===== src/rtl/ps2_pkg.sv =====
// Shared PS/2 definitions: transmitter states, result codes and timing helper.
package ps2_pkg;

    typedef enum logic [2:0] {
        IDLE,
        INHIBIT,
        RTS,
        SEND,
        ACK,
        WAIT_IDLE
    } tx_state_e;

    localparam logic [1:0] TX_ERR_OK      = 2'd0;
    localparam logic [1:0] TX_ERR_NOACK   = 2'd1;
    localparam logic [1:0] TX_ERR_TIMEOUT = 2'd2;

    function automatic int unsigned us_to_cycles(input int unsigned freq_hz,
                                                 input int unsigned us);
        return (freq_hz / 32'd1_000_000) * us;
    endfunction

endpackage


===== src/rtl/ps2_line_sync.sv =====
// Three-flop synchronisers for the PS/2 clock and data pins, plus a clock
// falling-edge strobe taken between the last synchroniser stage and one more flop.
module ps2_line_sync (
    input  logic clk,
    input  logic reset_n,
    input  logic ps2_clk_pin,
    input  logic ps2_data_pin,
    output logic clk_sync,
    output logic data_sync,
    output logic clk_fall
);

    logic [2:0] clk_sr_q, clk_sr_d;
    logic [2:0] data_sr_q, data_sr_d;
    logic       clk_prev_q, clk_prev_d;

    always_comb begin
        clk_sr_d   = {clk_sr_q[1:0], ps2_clk_pin};
        data_sr_d  = {data_sr_q[1:0], ps2_data_pin};
        clk_prev_d = clk_sr_q[2];
    end

    // Idle bus level is high, so reset to 1 to avoid a spurious edge.
    always_ff @(posedge clk or negedge reset_n) begin
        if (!reset_n) begin
            clk_sr_q   <= '1;
            data_sr_q  <= '1;
            clk_prev_q <= 1'b1;
        end else begin
            clk_sr_q   <= clk_sr_d;
            data_sr_q  <= data_sr_d;
            clk_prev_q <= clk_prev_d;
        end
    end

    assign clk_sync  = clk_sr_q[2];
    assign data_sync = data_sr_q[2];
    assign clk_fall  = clk_prev_q & ~clk_sr_q[2];

endmodule


===== src/rtl/ps2_host_transmitter.sv =====
// Host-to-device PS/2 command transmitter: clock inhibit, request-to-send,
// device-clocked data/parity/stop, ack check, with a no-activity timeout.
module ps2_host_transmitter
    import ps2_pkg::*;
#(
    parameter int unsigned CLK_FREQ_HZ   = 100_000_000,
    parameter int unsigned INHIBIT_US    = 120,
    parameter int unsigned RTS_SETUP_CYC = 16,
    parameter int unsigned TIMEOUT_US    = 20_000
) (
    input  logic       clk,
    input  logic       reset_n,
    input  logic [7:0] tx_data,
    input  logic       tx_start,
    output logic       tx_busy,
    output logic       tx_done,
    output logic [1:0] tx_error,
    input  logic       ps2_clk_pin,
    input  logic       ps2_data_pin,
    output logic       ps2_clk_drive_low,
    output logic       ps2_data_drive_low
);

    localparam int unsigned INHIBIT_CYC = us_to_cycles(CLK_FREQ_HZ, INHIBIT_US);
    localparam int unsigned TIMEOUT_CYC = us_to_cycles(CLK_FREQ_HZ, TIMEOUT_US);
    localparam int unsigned CNT_MAX     = (INHIBIT_CYC > TIMEOUT_CYC) ? INHIBIT_CYC : TIMEOUT_CYC;
    localparam int unsigned CNT_W       = $clog2(CNT_MAX) + 1;

    logic clk_sync, data_sync, clk_fall;

    ps2_line_sync u_line_sync (
        .clk          (clk),
        .reset_n      (reset_n),
        .ps2_clk_pin  (ps2_clk_pin),
        .ps2_data_pin (ps2_data_pin),
        .clk_sync     (clk_sync),
        .data_sync    (data_sync),
        .clk_fall     (clk_fall)
    );

    tx_state_e        state_q, state_d;
    logic [CNT_W-1:0] cnt_q, cnt_d;
    logic [3:0]       ecnt_q, ecnt_d;
    logic [8:0]       sh_q, sh_d;
    logic             busy_q, busy_d;
    logic             done_q, done_d;
    logic [1:0]       err_q, err_d;
    logic             clk_low_q, clk_low_d;
    logic             data_low_q, data_low_d;
    logic             timeout;

    assign timeout = (cnt_q == CNT_W'(TIMEOUT_CYC - 1));

    always_comb begin
        state_d    = state_q;
        cnt_d      = cnt_q + CNT_W'(1);
        ecnt_d     = ecnt_q;
        sh_d       = sh_q;
        busy_d     = busy_q;
        done_d     = 1'b0;
        err_d      = err_q;
        clk_low_d  = clk_low_q;
        data_low_d = data_low_q;

        unique case (state_q)
            IDLE: begin
                cnt_d      = '0;
                clk_low_d  = 1'b0;
                data_low_d = 1'b0;
                if (tx_start) begin
                    sh_d      = {~^tx_data, tx_data};
                    err_d     = TX_ERR_OK;
                    busy_d    = 1'b1;
                    clk_low_d = 1'b1;
                    state_d   = INHIBIT;
                end
            end
            INHIBIT: begin
                if (cnt_q == CNT_W'(INHIBIT_CYC - 1)) begin
                    cnt_d      = '0;
                    data_low_d = 1'b1;
                    state_d    = RTS;
                end
            end
            RTS: begin
                if (cnt_q == CNT_W'(RTS_SETUP_CYC - 1)) begin
                    cnt_d     = '0;
                    ecnt_d    = '0;
                    clk_low_d = 1'b0;
                    state_d   = SEND;
                end
            end
            SEND: begin
                if (clk_fall) begin
                    ecnt_d = ecnt_q + 4'd1;
                    if (ecnt_q == 4'd9) begin
                        data_low_d = 1'b0;
                        state_d    = ACK;
                    end else begin
                        data_low_d = ~sh_q[0];
                        sh_d       = {1'b0, sh_q[8:1]};
                    end
                end
            end
            ACK: begin
                if (clk_fall) begin
                    err_d   = data_sync ? TX_ERR_NOACK : TX_ERR_OK;
                    state_d = WAIT_IDLE;
                end
            end
            WAIT_IDLE: begin
                if (clk_sync && data_sync) begin
                    done_d  = 1'b1;
                    busy_d  = 1'b0;
                    state_d = IDLE;
                end
            end
            default: state_d = IDLE;
        endcase

        // Applied after the case so the timeout wins over a same-cycle falling edge.
        if (timeout && (state_q inside {SEND, ACK, WAIT_IDLE})) begin
            clk_low_d  = 1'b0;
            data_low_d = 1'b0;
            err_d      = TX_ERR_TIMEOUT;
            done_d     = 1'b1;
            busy_d     = 1'b0;
            state_d    = IDLE;
        end
    end

    always_ff @(posedge clk or negedge reset_n) begin
        if (!reset_n) begin
            state_q    <= IDLE;
            cnt_q      <= '0;
            ecnt_q     <= '0;
            sh_q       <= '0;
            busy_q     <= 1'b0;
            done_q     <= 1'b0;
            err_q      <= TX_ERR_OK;
            clk_low_q  <= 1'b0;
            data_low_q <= 1'b0;
        end else begin
            state_q    <= state_d;
            cnt_q      <= cnt_d;
            ecnt_q     <= ecnt_d;
            sh_q       <= sh_d;
            busy_q     <= busy_d;
            done_q     <= done_d;
            err_q      <= err_d;
            clk_low_q  <= clk_low_d;
            data_low_q <= data_low_d;
        end
    end

    assign tx_busy            = busy_q;
    assign tx_done            = done_q;
    assign tx_error           = err_q;
    assign ps2_clk_drive_low  = clk_low_q;
    assign ps2_data_drive_low = data_low_q;

endmodule


===== config.mk =====
export PLATFORM = sky130hd
export DESIGN_NAME = ps2_host_transmitter
export DESIGN_NICKNAME = d
export VERILOG_FILES = /design/src/rtl/ps2_pkg.sv /design/src/rtl/ps2_line_sync.sv /design/src/rtl/ps2_host_transmitter.sv
export SDC_FILE = /design/constraint.sdc
export NUM_CORES = 1
export LEC_CHECK = 0
export ABC_AREA = 1
export BUFFER_PORTS_ARGS = -buffer_cell sky130_fd_sc_hd__buf_2
export CAP_MARGIN = 20
export CORE_ASPECT_RATIO = 0.75
export CORE_MARGIN = 2
export CORE_UTILIZATION = 38
export CTS_BUF_LIST = sky130_fd_sc_hd__clkbuf_4 sky130_fd_sc_hd__clkbuf_8
export DETAILED_ROUTE_END_ITERATION = 7
export PLACE_DENSITY = 0.61
export SLEW_MARGIN = 10
export SYNTH_ARGS = -nofsm -noshare
export SYNTH_HDL_FRONTEND = slang
export SYNTH_HIERARCHICAL = 1
export SYNTH_SLANG_ARGS = --single-unit

===== constraint.sdc =====
create_clock -name clk -period 2 [get_ports clk]
set_input_delay 0.5 -clock clk [delete_from_list [all_inputs] [get_ports clk]]
set_output_delay 0.5 -clock clk [all_outputs]
set_load 0.02 [all_outputs]

Word level (Yosys, flattened, before mapping)
Cells that the tools add are included.
W data, S select, Z words.
{"block": "totals", "out_inout_bits": 6, "register_bits": 51}
{"block": "op_classes", "n_eq_ne": 20, "muxes": 40, "n_reduce_logical": 18, "bitwise": 3, "n_addsub": 2}
{"operator": "$pmux W22 S3", "count": 1}
{"operator": "$mux W22", "count": 2}
{"operator": "$mux W9", "count": 3}
{"operator": "$mux W3", "count": 8}
{"operator": "$add A22 B1 Y22 const B", "count": 1}
{"operator": "$eq A22 B14 Y1 const B", "count": 1}
{"operator": "$eq A22 B21 Y1 const B", "count": 1}
{"operator": "$eq A22 B4 Y1 const B", "count": 1}
{"operator": "$pmux W3 S6", "count": 1}
{"operator": "$pmux W9 S2", "count": 1}
{"operator": "$mux W1", "count": 14}
{"operator": "$ne A3 B2 Y1 const B", "count": 4}
{"operator": "$reduce_and A3 Y1", "count": 4}
{"operator": "$reduce_bool A3 Y1", "count": 4}
{"operator": "$ne A3 B3 Y1 const B", "count": 3}
{"operator": "$mux W4", "count": 2}
{"operator": "$ne A2 B2 Y1 const B", "count": 4}
{"operator": "$pmux W4 S2", "count": 1}
{"operator": "$reduce_xnor A8 Y1", "count": 1}
{"operator": "$reduce_and A7 Y1", "count": 1}
{"operator": "$eq A3 B2 Y1 const B", "count": 2}
{"operator": "$eq A3 B3 Y1 const B", "count": 2}
{"operator": "$mux W2", "count": 3}
{"operator": "$add A4 B1 Y4 const B", "count": 1}
{"operator": "13 further kinds", "count": 17}

Logic depth before layout (Yosys ltp)
{"block": "logic_depth", "ltp_word": 5, "mapped_depth": 13}

Modules after synthesis
The synthesis kept the hierarchy.
{"module": "ps2_host_transmitter", "area_each_um2": 2653.8, "n_inst": 1, "cells_per_inst": 340}
{"module": "ps2_line_sync", "area_each_um2": 193.9, "n_inst": 1, "cells_per_inst": 9}

Least setup slack after synthesis
No wires, ideal clock.
{"block": "synth_timing", "path_type": "reg-to-reg", "from": "register cnt_q[0]", "to": "register cnt_q[21]", "n_path_buf": 1, "synth_period_minus_slack_ns": 1.635, "t_arrival_ns": 1.517, "setup_time_ns": 0.119, "setup_slack_ns": 0.365, "required_time_ns": 1.881, "path_stages_with_launch": 12, "cell_sequence": "dfrtp_1 -> ha_1 -> nand2_2 -> nor2_4 -> inv_2 -> nor2_2 -> nand3_1 -> nand2_1 -> nand3_4 -> inv_4 -> buf_12 -> nor2_2"}
{"block": "synth_between", "elab_chain_cells": 3}
{"item": "from (decl)", "line": "ps2_host_transmitter.sv:42", "source": "logic [CNT_W-1:0] cnt_q, cnt_d;"}
{"item": "from (signal assigned)", "line": "ps2_host_transmitter.sv:145", "source": "cnt_q <= cnt_d;"}
{"item": "$add A22 B1 Y22, or another cell as far along", "line": "ps2_host_transmitter.sv:56", "source": "cnt_d = cnt_q + CNT_W'(1);"}
{"item": "$mux W22, on equally long branches", "line": "ps2_host_transmitter.sv:86, ps2_host_transmitter.sv:79"}
{"item": "$pmux W22 S3 *", "line": "ps2_host_transmitter.sv:65", "source": "unique case (state_q)"}
{"item": "named net cnt_d[21]", "line": "ps2_host_transmitter.sv:42"}
Mark *: on every way through the listed nets, which the timed path passes. The rest lies on a longest branch.
A chain may end at the register's enable or synchronous reset.

Worst setup path after layout
{"block": "layout_timing", "from": "register cnt_q[0]", "to": "register cnt_q[15]"}
Same word-level chain as after synthesis.

==> summary.md <==
| Metric | Value |
|---|---|
| Die Y | `between 70 and 80 um` |
| Number of flops mapped to enable cells by yosys | `0` |
| Sequential share of the synthesized area | `0.451` |
| Number of buffers added for setup after CTS | `0` |
| Count of pins on the block boundary | `19` |
| Count of clock tree sinks | `51` |
| Total of buffers placed on input and output ports | `18` |
| Final Cycle Share | `0.919` |
| Number of inserted diodes | `0` |
| CP required | `roughly 2200 ps` |
| Final routed wire length divided by cell count | `around 13 um` |
| Worst IR Drop VDD | `411 uV` |
| Portion of total power attributed to sequential cells | `0.429` |
| Insertion delay of the later-clocked pin in the worst-skew pair | `320 ps` |
| Pre-Repair DR Iteration Count | `4` |
| Aggregate global-route resource usage | `0.160` |
| Post-detailed-route via-to-cell ratio | `roughly 4.9` |
| Number of endpoints failing setup at the final stage | `0` |
| Warnings, synthesis | `6` |
| Clock root buffer master | `sky130_fd_sc_hd__clkbuf_8` |
| Critical Path Sink Type | `flip-flop` |
| FF+latch area | `between 1000 and 1500 sq um` |
| Proportion of register bits with asynchronous set or reset after synthesis | `1.00` |
| Final antenna-violating net count | `0` |
| DP HPWL | `around 4700 um` |
| Number of maximum-capacitance constraint violations | `0` |
| Max Clock Freq | `between 500 and 600 MHz` |
| Filler Cell Count | `769` |
| DIE AREA | `slightly above 8000 sq um` |
| Switching fraction of total power | `0.412` |
| Share of power burned in combinational logic | `0.379` |
| Worst slew margin relative to its limit | `0.619` |
| Placer congestion estimate | `0.967` |
| Setup TNS | `0 ps` |
| Pin count of the biggest net entering global routing | `28` |
| Transition time at the pin with the least slew margin | `~570 ps` |
| Pleak | `roughly 1.4 nW` |
| Endpoints failing hold | `0` |
| Nets in the synthesized netlist | `between 300 and 400` |
| Synth cell types | `36` |
| Number of DRC markers in iteration 0 | `about 130` |
| Switching power summed over all nets | `roughly 1.4 mW` |
| Most common library cell in the layout ignoring fill and taps | `sky130_fd_sc_hd__nand2_1` |
| Number of antenna violations at the first check in global routing | `0` |
| Worst hold slack across all endpoints | `approximately 170 ps` |
| Standard cell core area | `roughly 7300 sq um` |
| Vias in the first global route | `2124` |
| Total count of max-transition violations in the final report | `0` |
| R2r worst-path depth | `10` |
| Flip-flop and latch count after synthesis | `51` |
| Max Buffers Root-to-Sink | `2` |
| Clock transition at the register clock pins on the worst setup and hold paths after CTS | `100 ps` |
| Predominant post-synthesis flop cell | `sky130_fd_sc_hd__dfrtp_1` |
| Initial Utilization | `0.390` |
| Cells after synthesis | `between 300 and 400` |
| Total detailed-routing wirelength | `6070 um` |
| Syn Area/Cell | `about 8 sq um` |
| Clock network fraction of total power | `0.193` |
| Maximum clock skew at final layout | `roughly 13 ps` |
| Ratio of cells with drive above 1 in the final layout | `0.183` |
| Via count of the routed design | `approximately 2.3k` |
| CP Data Arrival Time | `about 2000 ps` |
| Die Span X | `slightly above 100 um` |
| Largest fanout on the critical path | `16` |
| Final #Nets | `approximately 390` |
| Netlist Area Pre-Place | `roughly 2800 sq um` |
| Min cycle time layout | `about 1800 ps` |
| Post-detailed-route DRC marker count | `0` |
| Result of the run | `complete, no violations` |
| Crit Path Category | `reg -> reg` |
| Congestion Overflow GR | `0` |
| Setup repair after global routing missed its margin | `no` |
| Commonest non-fill, non-tap cells in the layout | `sky130_fd_sc_hd__nand2_1, sky130_fd_sc_hd__nor2_1, sky130_fd_sc_hd__inv_1, sky130_fd_sc_hd__dfrtp_1, sky130_fd_sc_hd__nand3_1` |
| Synthesis-to-finish area growth | `10.7%` |
| Cell Int Power | `approximately 1.9 mW` |
| Type of origin of the critical path | `flip-flop` |
| Clock tree from TritonCTS | `built` |
| Number of buffers created by CTS | `5` |
| Number of H-tree levels | `2` |
| Number of placement rows | `27` |
| Multi-input gate area | `roughly 1300 sq um` |
| Hold Path Class | `in -> async` |
| First-pass GRT wire length | `about 10000 um` |
| Pwr/cell area | `1050 nW/um^2` |
==> cell families after synthesis <==
kind of cell               after synthesis  synth area share
muxes                                    1           0.00352
and+or+nand+nor                        182             0.302
xor gates and xnor gates                19            0.0584
AOI/OAI and AO/OA                       39            0.0852
DFF                                     51             0.451
adders and majority gates                3            0.0132
buffers and inverters                   54            0.0861
==> cells in the mapped netlist, types with 7 or more instances <==
cell                        n  share of area
sky130_fd_sc_hd__a21oi_1    8          0.014
sky130_fd_sc_hd__dfrtp_1   44           0.39
sky130_fd_sc_hd__dfstp_2    7          0.065
sky130_fd_sc_hd__inv_1     43          0.057
sky130_fd_sc_hd__nand2_1   64          0.084
sky130_fd_sc_hd__nand3_1   24          0.042
sky130_fd_sc_hd__nand4_1    8          0.018
sky130_fd_sc_hd__nor2_1    44          0.058
sky130_fd_sc_hd__nor2_2    12          0.026
sky130_fd_sc_hd__nor3_1    14          0.025
sky130_fd_sc_hd__o211ai_1   9          0.024
sky130_fd_sc_hd__o21ai_0   16          0.028
sky130_fd_sc_hd__xnor2_1    7          0.022
sky130_fd_sc_hd__xor2_1    12          0.037
==> power by group through the flow <==
| stage | logic [mW] | registers [mW] | clock network [mW] |
|---|---|---|---|
| CTS | 1.26 | 1.41 | 0.656 |
| detailed placement | 1.25 | 1.43 | 0 |
| finish | 1.25 | 1.42 | 0.637 |
| global route | 1.44 | 1.45 | 0.701 |
| floorplan | 1.05 | 1.42 | 0 |
| global placement | 1.23 | 1.43 | 0 |
==> repair_timing <==
action / in CTS / in global routing
resized for setup: 0 / 3
setup endpoints to repair: 0 / 21
hold buffers: 0 / 0
==> through the flow <==
step | std cells | power (mW) | setup WS, ps | cell area [sq um] | utilization
2_1_floorplan | 349 | 2.47 | 365 | 2850 | -
3_3_place_gp | 465 | 2.66 | 146 | 3050 | 0.418
3_5_place_dp | 465 | 2.69 | 81.6 | 3050 | 0.418
4_1_cts | 473 | 3.33 | 68.0 | 3150 | 0.431
5_1_grt | 473 | 3.59 | 4.25 | 3150 | 0.432
6_report | 473 | 3.31 | 163 | 3150 | 0.432
==> routing by layer <==
metal,up-vias,part of all wire,GRT usage
met5,-,0,0
li1,1173,-,-
met3,8,0.049,0.0353
met1,1105,0.53,0.242
met4,0,0.012,0.0486
met2,54,0.41,0.224
==> state kept, by name, summed over array words and instances, names as in the netlist <==
register                flops
cnt_q                      22
ecnt_q                      4
ps2_clk_drive_low           1
ps2_data_drive_low          1
sh_q                        9
state_q                     3
tx_busy                     1
tx_done                     1
tx_error                    2
u_line_sync/clk_prev_q      1
u_line_sync/clk_sr_q        3
u_line_sync/data_sr_q       3
==> critical path: stages (launching register included) <==
cell                      delay, ps
sky130_fd_sc_hd__dfrtp_2        430
sky130_fd_sc_hd__ha_1           240
sky130_fd_sc_hd__nand2_2        100
sky130_fd_sc_hd__nor2_4         160
sky130_fd_sc_hd__nand2_2         90
sky130_fd_sc_hd__nor2_1         120
sky130_fd_sc_hd__nand2_1         70
sky130_fd_sc_hd__nand2_2        100
sky130_fd_sc_hd__nand3_4        140
sky130_fd_sc_hd__inv_6          190
sky130_fd_sc_hd__nor3_1          70
==> worst paths after layout <==
path / to / slack [ps] / start
worst min register to register: u_line_sync/data_sr_q[1] / 360 / u_line_sync/data_sr_q[0]
worst min-delay path: cnt_q[1] / 170 / reset_n
min in group clk: u_line_sync/data_sr_q[0] / 270 / ps2_data_pin
max in group asynchronous: cnt_q[17] / 1280 / reset_n
worst max-delay path: cnt_q[15] / 160 / cnt_q[0]
worst max register to register: cnt_q[15] / 160 / cnt_q[0]
==> layout make-up <==
| type | count | area share |
|---|---|---|
| inverter | 48 | 0.0587 |
| clock buffer | 5 | 0.0218 |
| tap | 101 | 0.0401 |
| multi-input combinational | 244 | 0.419 |
| timing repair buffer | 21 | 0.0437 |
| clock inverter | 3 | 0.00913 |
| sequential | 51 | 0.408 |
Note: power is estimated with default switching activity, not from simulation.
